--- src/rtl/mdll_pkg.sv ---
// MDLL loop controller shared types: FSM state and phase-detector decision
// encodings, plus the midscale code helper.
package mdll_pkg;

  // Encoding is visible on state_out: 0 IDLE, 1 SEARCH, 2 TRACK, 3 LOCKED.
  typedef enum logic [1:0] {
    IDLE   = 2'd0,
    SEARCH = 2'd1,
    TRACK  = 2'd2,
    LOCKED = 2'd3
  } mdll_state_t;

  // One decision per settle window, derived from the synchronised PD pulses.
  typedef enum logic [1:0] {
    DEC_NONE = 2'd0,
    DEC_UP   = 2'd1,
    DEC_DN   = 2'd2
  } mdll_dec_t;

  // Midscale of a code_w-bit delay-line code: MSB set, all other bits clear.
  function automatic int unsigned mdll_midscale(input int unsigned code_w);
    return 32'd1 << (code_w - 32'd1);
  endfunction

endpackage

--- src/rtl/mdll_sync2.sv ---
// Two-flop synchroniser for one phase-detector pulse line.
// Asynchronous active-low reset clears both stages to 0.
module mdll_sync2 (
  input  logic clk_in,
  input  logic ff_rst,
  input  logic i_d,
  output logic o_q
);

  logic r_meta;
  logic r_sync;

  // Shift the asynchronous input through two stages before any use.
  always_ff @(posedge clk_in or negedge ff_rst) begin
    if (!ff_rst) begin
      r_meta <= 1'b0;
      r_sync <= 1'b0;
    end else begin
      r_meta <= i_d;
      r_sync <= r_meta;
    end
  end

  assign o_q = r_sync;

endmodule

--- src/rtl/mdll_loop_ctrl.sv ---
// MDLL digital loop controller.
// Consumes lead/lag pulses from the phase detector and drives the delay-line
// code: binary-search acquisition (MSB to LSB), then +/-1 tracking with
// lock detection (alternating decisions) and unlock detection (same-direction
// runs). One decision is taken every SETTLE_CYC+1 cycles of clk_in.
//
// Build option: define MDLL_LOCK_FREEZE_EN to hold code_out constant while
// LOCKED; decisions still feed the unlock run counter.
module mdll_loop_ctrl
  import mdll_pkg::*;
#(
  parameter int CODE_W     = 6,
  parameter int SETTLE_CYC = 4,
  parameter int LOCK_CNT   = 8,
  parameter int UNLOCK_CNT = 4
) (
  input  logic              clk_in,
  input  logic              ff_rst,
  input  logic              enable,
  input  logic              lead,
  input  logic              lag,
  output logic [CODE_W-1:0] code_out,
  output logic              locked,
  output logic [1:0]        state_out,
  output logic              sat_hi,
  output logic              sat_lo
);

  localparam int CNT_W = $clog2(SETTLE_CYC + 2);
  localparam int ALT_W = $clog2(LOCK_CNT + 2);
  localparam int RUN_W = $clog2(UNLOCK_CNT + 2);
  localparam int PTR_W = (CODE_W > 2) ? $clog2(CODE_W) : 1;

  localparam logic [CODE_W-1:0] MID_CODE  = CODE_W'(mdll_midscale(CODE_W));
  localparam logic [CNT_W-1:0]  SETTLE_LD = CNT_W'(SETTLE_CYC);
  localparam logic [ALT_W-1:0]  LOCK_LIM  = ALT_W'(LOCK_CNT);
  localparam logic [RUN_W-1:0]  RUN_LIM   = RUN_W'(UNLOCK_CNT);
  localparam logic [PTR_W-1:0]  PTR_MSB   = PTR_W'(CODE_W - 1);

  // Synchronised PD pulses
  logic w_lead_s;
  logic w_lag_s;

  // FSM and datapath registers
  mdll_state_t       r_state;
  logic [CODE_W-1:0] r_code;
  logic [PTR_W-1:0]  r_ptr;
  logic [CNT_W-1:0]  r_settle;
  logic [ALT_W-1:0]  r_alt;
  logic [RUN_W-1:0]  r_run;
  mdll_dec_t         r_prev;
  logic              r_locked;
  logic              r_sat_hi;
  logic              r_sat_lo;

  // Combinational helpers
  mdll_dec_t         w_dec;
  logic              w_settle_done;
  logic [CODE_W-1:0] w_srch_code;
  logic [CODE_W-1:0] w_trk_code;
  logic              w_trk_hi;
  logic              w_trk_lo;
  logic [CODE_W-1:0] w_lk_code;
  logic              w_lk_hi;
  logic              w_lk_lo;
  logic [ALT_W-1:0]  w_alt_nxt;
  logic [RUN_W-1:0]  w_run_nxt;

  mdll_sync2 u_sync_lead (
    .clk_in (clk_in),
    .ff_rst (ff_rst),
    .i_d    (lead),
    .o_q    (w_lead_s)
  );

  mdll_sync2 u_sync_lag (
    .clk_in (clk_in),
    .ff_rst (ff_rst),
    .i_d    (lag),
    .o_q    (w_lag_s)
  );

  assign w_settle_done = (r_settle == SETTLE_LD);

  // Map synchronised pulses to a decision; both or neither high is NONE.
  always_comb begin
    w_dec = DEC_NONE;
    if (w_lead_s && !w_lag_s) begin
      w_dec = DEC_UP;
    end else if (w_lag_s && !w_lead_s) begin
      w_dec = DEC_DN;
    end
  end

  // Binary-search step: resolve the current bit, then trial-set the next one.
  always_comb begin
    w_srch_code = r_code;
    if (w_dec == DEC_DN) begin
      w_srch_code[r_ptr] = 1'b0;
    end
    if (r_ptr != '0) begin
      w_srch_code[r_ptr - 1'b1] = 1'b1;
    end
  end

  // Tracking step: +/-1 with saturation; a saturated request only flags.
  always_comb begin
    w_trk_code = r_code;
    w_trk_hi   = 1'b0;
    w_trk_lo   = 1'b0;
    case (w_dec)
      DEC_UP: begin
        if (r_code == '1) begin
          w_trk_hi = 1'b1;
        end else begin
          w_trk_code = r_code + 1'b1;
        end
      end
      DEC_DN: begin
        if (r_code == '0) begin
          w_trk_lo = 1'b1;
        end else begin
          w_trk_code = r_code - 1'b1;
        end
      end
      default: ;
    endcase
  end

`ifdef MDLL_LOCK_FREEZE_EN
  assign w_lk_code = r_code;
  assign w_lk_hi   = 1'b0;
  assign w_lk_lo   = 1'b0;
`else
  assign w_lk_code = w_trk_code;
  assign w_lk_hi   = w_trk_hi;
  assign w_lk_lo   = w_trk_lo;
`endif

  // Lock/unlock counters. The first decision after IDLE has no predecessor
  // and leaves the alternation count untouched; a new direction starts a
  // same-direction run of length 1.
  always_comb begin
    w_alt_nxt = r_alt;
    w_run_nxt = r_run;
    if (w_dec != DEC_NONE) begin
      if (r_prev == w_dec) begin
        w_alt_nxt = '0;
        w_run_nxt = r_run + 1'b1;
      end else begin
        w_run_nxt = RUN_W'(1);
        if (r_prev != DEC_NONE) begin
          w_alt_nxt = r_alt + 1'b1;
        end
      end
    end
  end

  // Loop FSM: settle timing, code update, lock state and saturation pulses.
  always_ff @(posedge clk_in or negedge ff_rst) begin
    if (!ff_rst) begin
      r_state  <= IDLE;
      r_code   <= MID_CODE;
      r_ptr    <= '0;
      r_settle <= '0;
      r_alt    <= '0;
      r_run    <= '0;
      r_prev   <= DEC_NONE;
      r_locked <= 1'b0;
      r_sat_hi <= 1'b0;
      r_sat_lo <= 1'b0;
    end else begin
      r_sat_hi <= 1'b0;
      r_sat_lo <= 1'b0;
      if (!enable) begin
        r_state  <= IDLE;
        r_code   <= MID_CODE;
        r_ptr    <= '0;
        r_settle <= '0;
        r_alt    <= '0;
        r_run    <= '0;
        r_prev   <= DEC_NONE;
        r_locked <= 1'b0;
      end else begin
        case (r_state)
          IDLE: begin
            r_state  <= SEARCH;
            r_code   <= MID_CODE;
            r_ptr    <= PTR_MSB;
            r_settle <= '0;
          end

          SEARCH: begin
            if (w_settle_done) begin
              r_settle <= '0;
              r_code   <= w_srch_code;
              if (r_ptr != '0) begin
                r_ptr <= r_ptr - 1'b1;
              end else begin
                r_state <= TRACK;
              end
            end else begin
              r_settle <= r_settle + 1'b1;
            end
          end

          TRACK: begin
            if (w_settle_done) begin
              r_settle <= '0;
              if (w_dec != DEC_NONE) begin
                r_code   <= w_trk_code;
                r_sat_hi <= w_trk_hi;
                r_sat_lo <= w_trk_lo;
                r_prev   <= w_dec;
                if (w_alt_nxt == LOCK_LIM) begin
                  r_state  <= LOCKED;
                  r_locked <= 1'b1;
                  r_alt    <= '0;
                  r_run    <= '0;
                end else begin
                  r_alt <= w_alt_nxt;
                end
              end
            end else begin
              r_settle <= r_settle + 1'b1;
            end
          end

          LOCKED: begin
            if (w_settle_done) begin
              r_settle <= '0;
              if (w_dec != DEC_NONE) begin
                r_code   <= w_lk_code;
                r_sat_hi <= w_lk_hi;
                r_sat_lo <= w_lk_lo;
                r_prev   <= w_dec;
                if (w_run_nxt == RUN_LIM) begin
                  r_state  <= TRACK;
                  r_locked <= 1'b0;
                  r_alt    <= '0;
                  r_run    <= '0;
                end else begin
                  r_run <= w_run_nxt;
                end
              end
            end else begin
              r_settle <= r_settle + 1'b1;
            end
          end

          default: begin
            r_state <= IDLE;
            r_code  <= MID_CODE;
          end
        endcase
      end
    end
  end

  assign code_out  = r_code;
  assign locked    = r_locked;
  assign state_out = r_state;
  assign sat_hi    = r_sat_hi;
  assign sat_lo    = r_sat_lo;

endmodule

--- config.mk ---
export PLATFORM = sky130hd
export DESIGN_NAME = mdll_loop_ctrl
export DESIGN_NICKNAME = d
export VERILOG_FILES = /design/src/rtl/mdll_pkg.sv /design/src/rtl/mdll_sync2.sv /design/src/rtl/mdll_loop_ctrl.sv
export SDC_FILE = /design/constraint.sdc
export NUM_CORES = 1
export LEC_CHECK = 0
export CORE_UTILIZATION = 33
export DETAILED_ROUTE_END_ITERATION = 12
export MAX_ROUTING_LAYER = met4
export PLACE_DENSITY_LB_ADDON = 0.12
export REMOVE_ABC_BUFFERS = 1
export SLEW_MARGIN = 20
export SYNTH_ARGS = -nofsm -noshare
export SYNTH_HDL_FRONTEND = slang
export SYNTH_HIERARCHICAL = 1
export SYNTH_SLANG_ARGS = --single-unit
--- constraint.sdc ---
create_clock -name clk_in -period 2.2 [get_ports clk_in]
set_input_delay 0.44 -clock clk_in [delete_from_list [all_inputs] [get_ports clk_in]]
set_output_delay 0.44 -clock clk_in [all_outputs]
set_load 0.02 [all_outputs]
==> metrics.txt <==
outcome=finished, violations left; Die Wd=between 80 and 90 um; Warnings, synthesis=6; Clock Sinks=30; Synth Flop Type=dfrtp_1; Max Fclk=around 0.44 GHz; Die H=about 82 um; Crit Path Class=reg -> reg; Slew @ Worst Pin=around 0.45 ns; Setup crit end kind=register; Num CTS Buffers=5; total global-route track usage=0.1941; # IOs=16; number of global-route vias before repair=1966; Antenna Diode Count=0; Core Region=0.006026 mm^2; worst rel slew slack=0.6952; cell area after synthesis=0.002093 mm^2; Layout Cells excl Fill=383; Fin Setup TNS=-0.05445 ns; crit-path cells=inv_2 > ha_4 > o21ba_4 > nand4_1 > o31a_1 > a22o_1 > a311oi_2 > mux2_1; Hold WC Path Type=reg -> reg; clock buffer depth=2; top post-synthesis cells by area=dfrtp_1 35%, ha_1 6.6%, o21ai_0 5.5%, nand2_1 5.4%, nor2_1 4.7%; Multi-input gate area=0.001358 mm^2; area delta synth->final=36.70%; detailed placement HPWL=4022 um; Cells on Worst Hold Path=0; minimum clock period=between 2 and 2.5 ns; clock root cell=clkbuf_8; Leak Pwr=1.253 nW; row cnt=28; routed wire length per instance=~15 um; I/O Buffers=15; pin count of the biggest net entering global routing=31; Required @ worst endpoint=2.37 ns; hold_buf cts=0; Register Area=753.2 um^2; fillcell total=594; drt drc=0; Slew Viols, Final=0; EDFF count, synth=0; clk_lat worst skew=0.28 ns; top cell type's share of synthesized area=0.3467; post-route setup slack=-0.05445 ns; CTS clk-pin slew, worst paths=0.07 ns; initial core utilization=0.3474; initial detailed-routing violation count=107; Max VDD drop=0.3401 mV; max cap viols=0; router iterations before antenna repair=4; Placed Cells=371; vias per std cell=5.410; die area=0.006666 mm^2; FFs w/ async S/R, synth=1.000; grt total ovfl=0; first-pass GRT wire length=9535 um; failing checks=setup timing; CP Launch Type=register; Finish-stage setup viols=1; CTS tree=done; Post-Route WL=~5600 um; arrival time at the worst endpoint=between 2 and 2.5 ns; Clock Skew=0.006531 ns; R2R cell count=8; cell taking the most area after synthesis=dfrtp_1; antenna violation net count after detailed routing=0; final hold violations=0; synthesized flop and latch total=30; Worst path slowest cell=dfrtp_1; gpl congestion=about 0.8; Crit path depth=8; Synth cell types=56; final worst path period share=1.025; Nets=about 320; share of post-route cells with drive strength above 1=0.2435; Syn Area/Cell=8.274 um^2; Via Count=2072; number of antenna violations at the first check in global routing=0; Synth Instances=253; RSZ-0062 raised after global routing=true; max incr delay on CP=0.39 ns; WP buf/inv=1; CP max FO=5; H-tree Lvls=2; PwrDens=589.8 mW/mm^2; delay-heaviest family, CP=compound AO/OA/AOI/OAI gates; Seq/Total Area, Yosys=0.3592
## layer usage
metal / share of wire / global-route usage / wire [um]
met5: 0 / - / 0
met2: 0.44 / 0.2875 / 2458
met3: 0.061 / 0.03333 / 346
met1: 0.49 / 0.2743 / 2773
met4: 0.012 / 0.04737 / 66
## worst reg2reg max path: stages, from the launching register on
cell and delay [ns]:
dfrtp_1 0.39, inv_2 0.10, ha_4 0.22, o21ba_4 0.22
nand4_1 0.13, o31a_1 0.26, a22o_1 0.23, a311oi_2 0.26
mux2_1 0.34
## cell type report
class / instances / area share
clock buffer: 5 / 0.02405
clock inverter: 3 / 0.01399
inverter: 17 / 0.02230
multi-input combinational: 194 / 0.4744
sequential: 30 / 0.2632
tap: 75 / 0.03279
timing repair buffer: 59 / 0.1692
## kinds of logic (layout without fill, tap and decap cells)
| family | count (synthesis) | after routing | synth area share |
|---|---|---|---|
| XOR/XNOR | 11 | 11 | 0.04602 |
| buffers and inverters | 29 | 84 | 0.05559 |
| flip-flops | 30 | 30 | 0.3592 |
| adder cells (fa/ha/maj) | 11 | 11 | 0.06575 |
| AND/OR/NAND/NOR | 96 | 96 | 0.2289 |
| AO/OA/AOI/OAI | 75 | 75 | 0.2391 |
| multiplexers | 1 | 1 | 0.005379 |
## worst paths after layout
| kind | slack, ns | start | endpoint |
|---|---|---|---|
| worst max-delay path | -0.05 | u_sync_lead/o_q | locked |
| worst min-delay path | 0.37 | u_sync_lag/r_meta | u_sync_lag/o_q |
| worst max register to register | -0.05 | u_sync_lead/o_q | locked |
| worst min register to register | 0.37 | u_sync_lag/r_meta | u_sync_lag/o_q |
| max in group asynchronous | 1.33 | ff_rst | code_out[5] |
| min in group asynchronous | 0.55 | ff_rst | r_ptr[0] |
## synth_stat cells, types with 4 or more instances
| master | instances |
|---|---|
| nand2_1 | 30 |
| dfrtp_1 | 29 |
| nor2_1 | 26 |
| o21ai_0 | 23 |
| inv_1 | 17 |
| a21oi_1 | 11 |
| ha_1 | 11 |
| clkbuf_1 | 8 |
| nand3b_1 | 7 |
| xor2_1 | 7 |
| a31oi_1 | 4 |
| nand2b_1 | 4 |
| nand3_1 | 4 |
| o31ai_1 | 4 |
| xnor2_1 | 4 |
## registers in the layout, indices dropped and copies added, names as in the netlist
signal,cells
r_alt,4
r_run,3
sat_lo,1
u_sync_lag/r_meta,1
locked,1
r_prev,2
r_ptr,3
sat_hi,1
u_sync_lead/r_meta,1
u_sync_lag/o_q,1
code_out,6
u_sync_lead/o_q,1
r_settle,3
state_out,2
## per-stage QoR
step	cell area (um^2)	util	setup slack, ns	hold slack, ns	total power, mW
global route	2861	0.4749	-0.2056	0.3650	1.790
detailed placement	2585	0.4290	-0.1682	0.3510	1.103
finish	2861	0.4749	-0.05445	0.3713	1.688
floorplan	2041	-	-0.2440	0.1444	0.9023
global placement	2585	0.4290	-0.1389	0.3543	1.103
CTS	2764	0.4587	-0.05538	0.3702	1.689
## placed cells by master (no fill, tap or decap), drive strengths merged, types with 2 or more instances in the layout
| cell type | count |
|---|---|
| a31oi | 4 |
| a221oi | 2 |
| ha | 11 |
| nand2b | 4 |
| a21oi | 11 |
| or3 | 2 |
| clkbuf | 5 |
| dfrtp | 29 |
| a21boi | 2 |
| inv | 17 |
| a311oi | 3 |
| clkdlybuf4s50 | 15 |
| nor3b | 3 |
| buf | 44 |
| nor3 | 3 |
| o211ai | 2 |
| o21ai | 23 |
| a22o | 2 |
| nor2 | 26 |
| xnor2 | 4 |
| nand2 | 30 |
| nor4 | 2 |
| a21o | 2 |
| nand4 | 3 |
| a41o | 2 |
| a22oi | 2 |
| nand3 | 4 |
| and2 | 3 |
| a32oi | 2 |
| nand3b | 7 |
| o21a | 2 |
| o31ai | 4 |
| nor2b | 2 |
| xor2 | 7 |
| clkinv | 2 |
## power breakdown
group          total, mW  switching [mW]  internal (mW)
sequential         0.630          0.0417          0.588
combinational      0.499           0.270          0.230
clock              0.558           0.225          0.333
## timing repair
item / CTS / global route
gates cloned: 0 / 0
setup endpoints to repair: 6 / 8
setup buffers: 1 / 3
pin swaps: 7 / 6
gates resized for setup: 13 / 17
(Power assumes the default switching activity.)
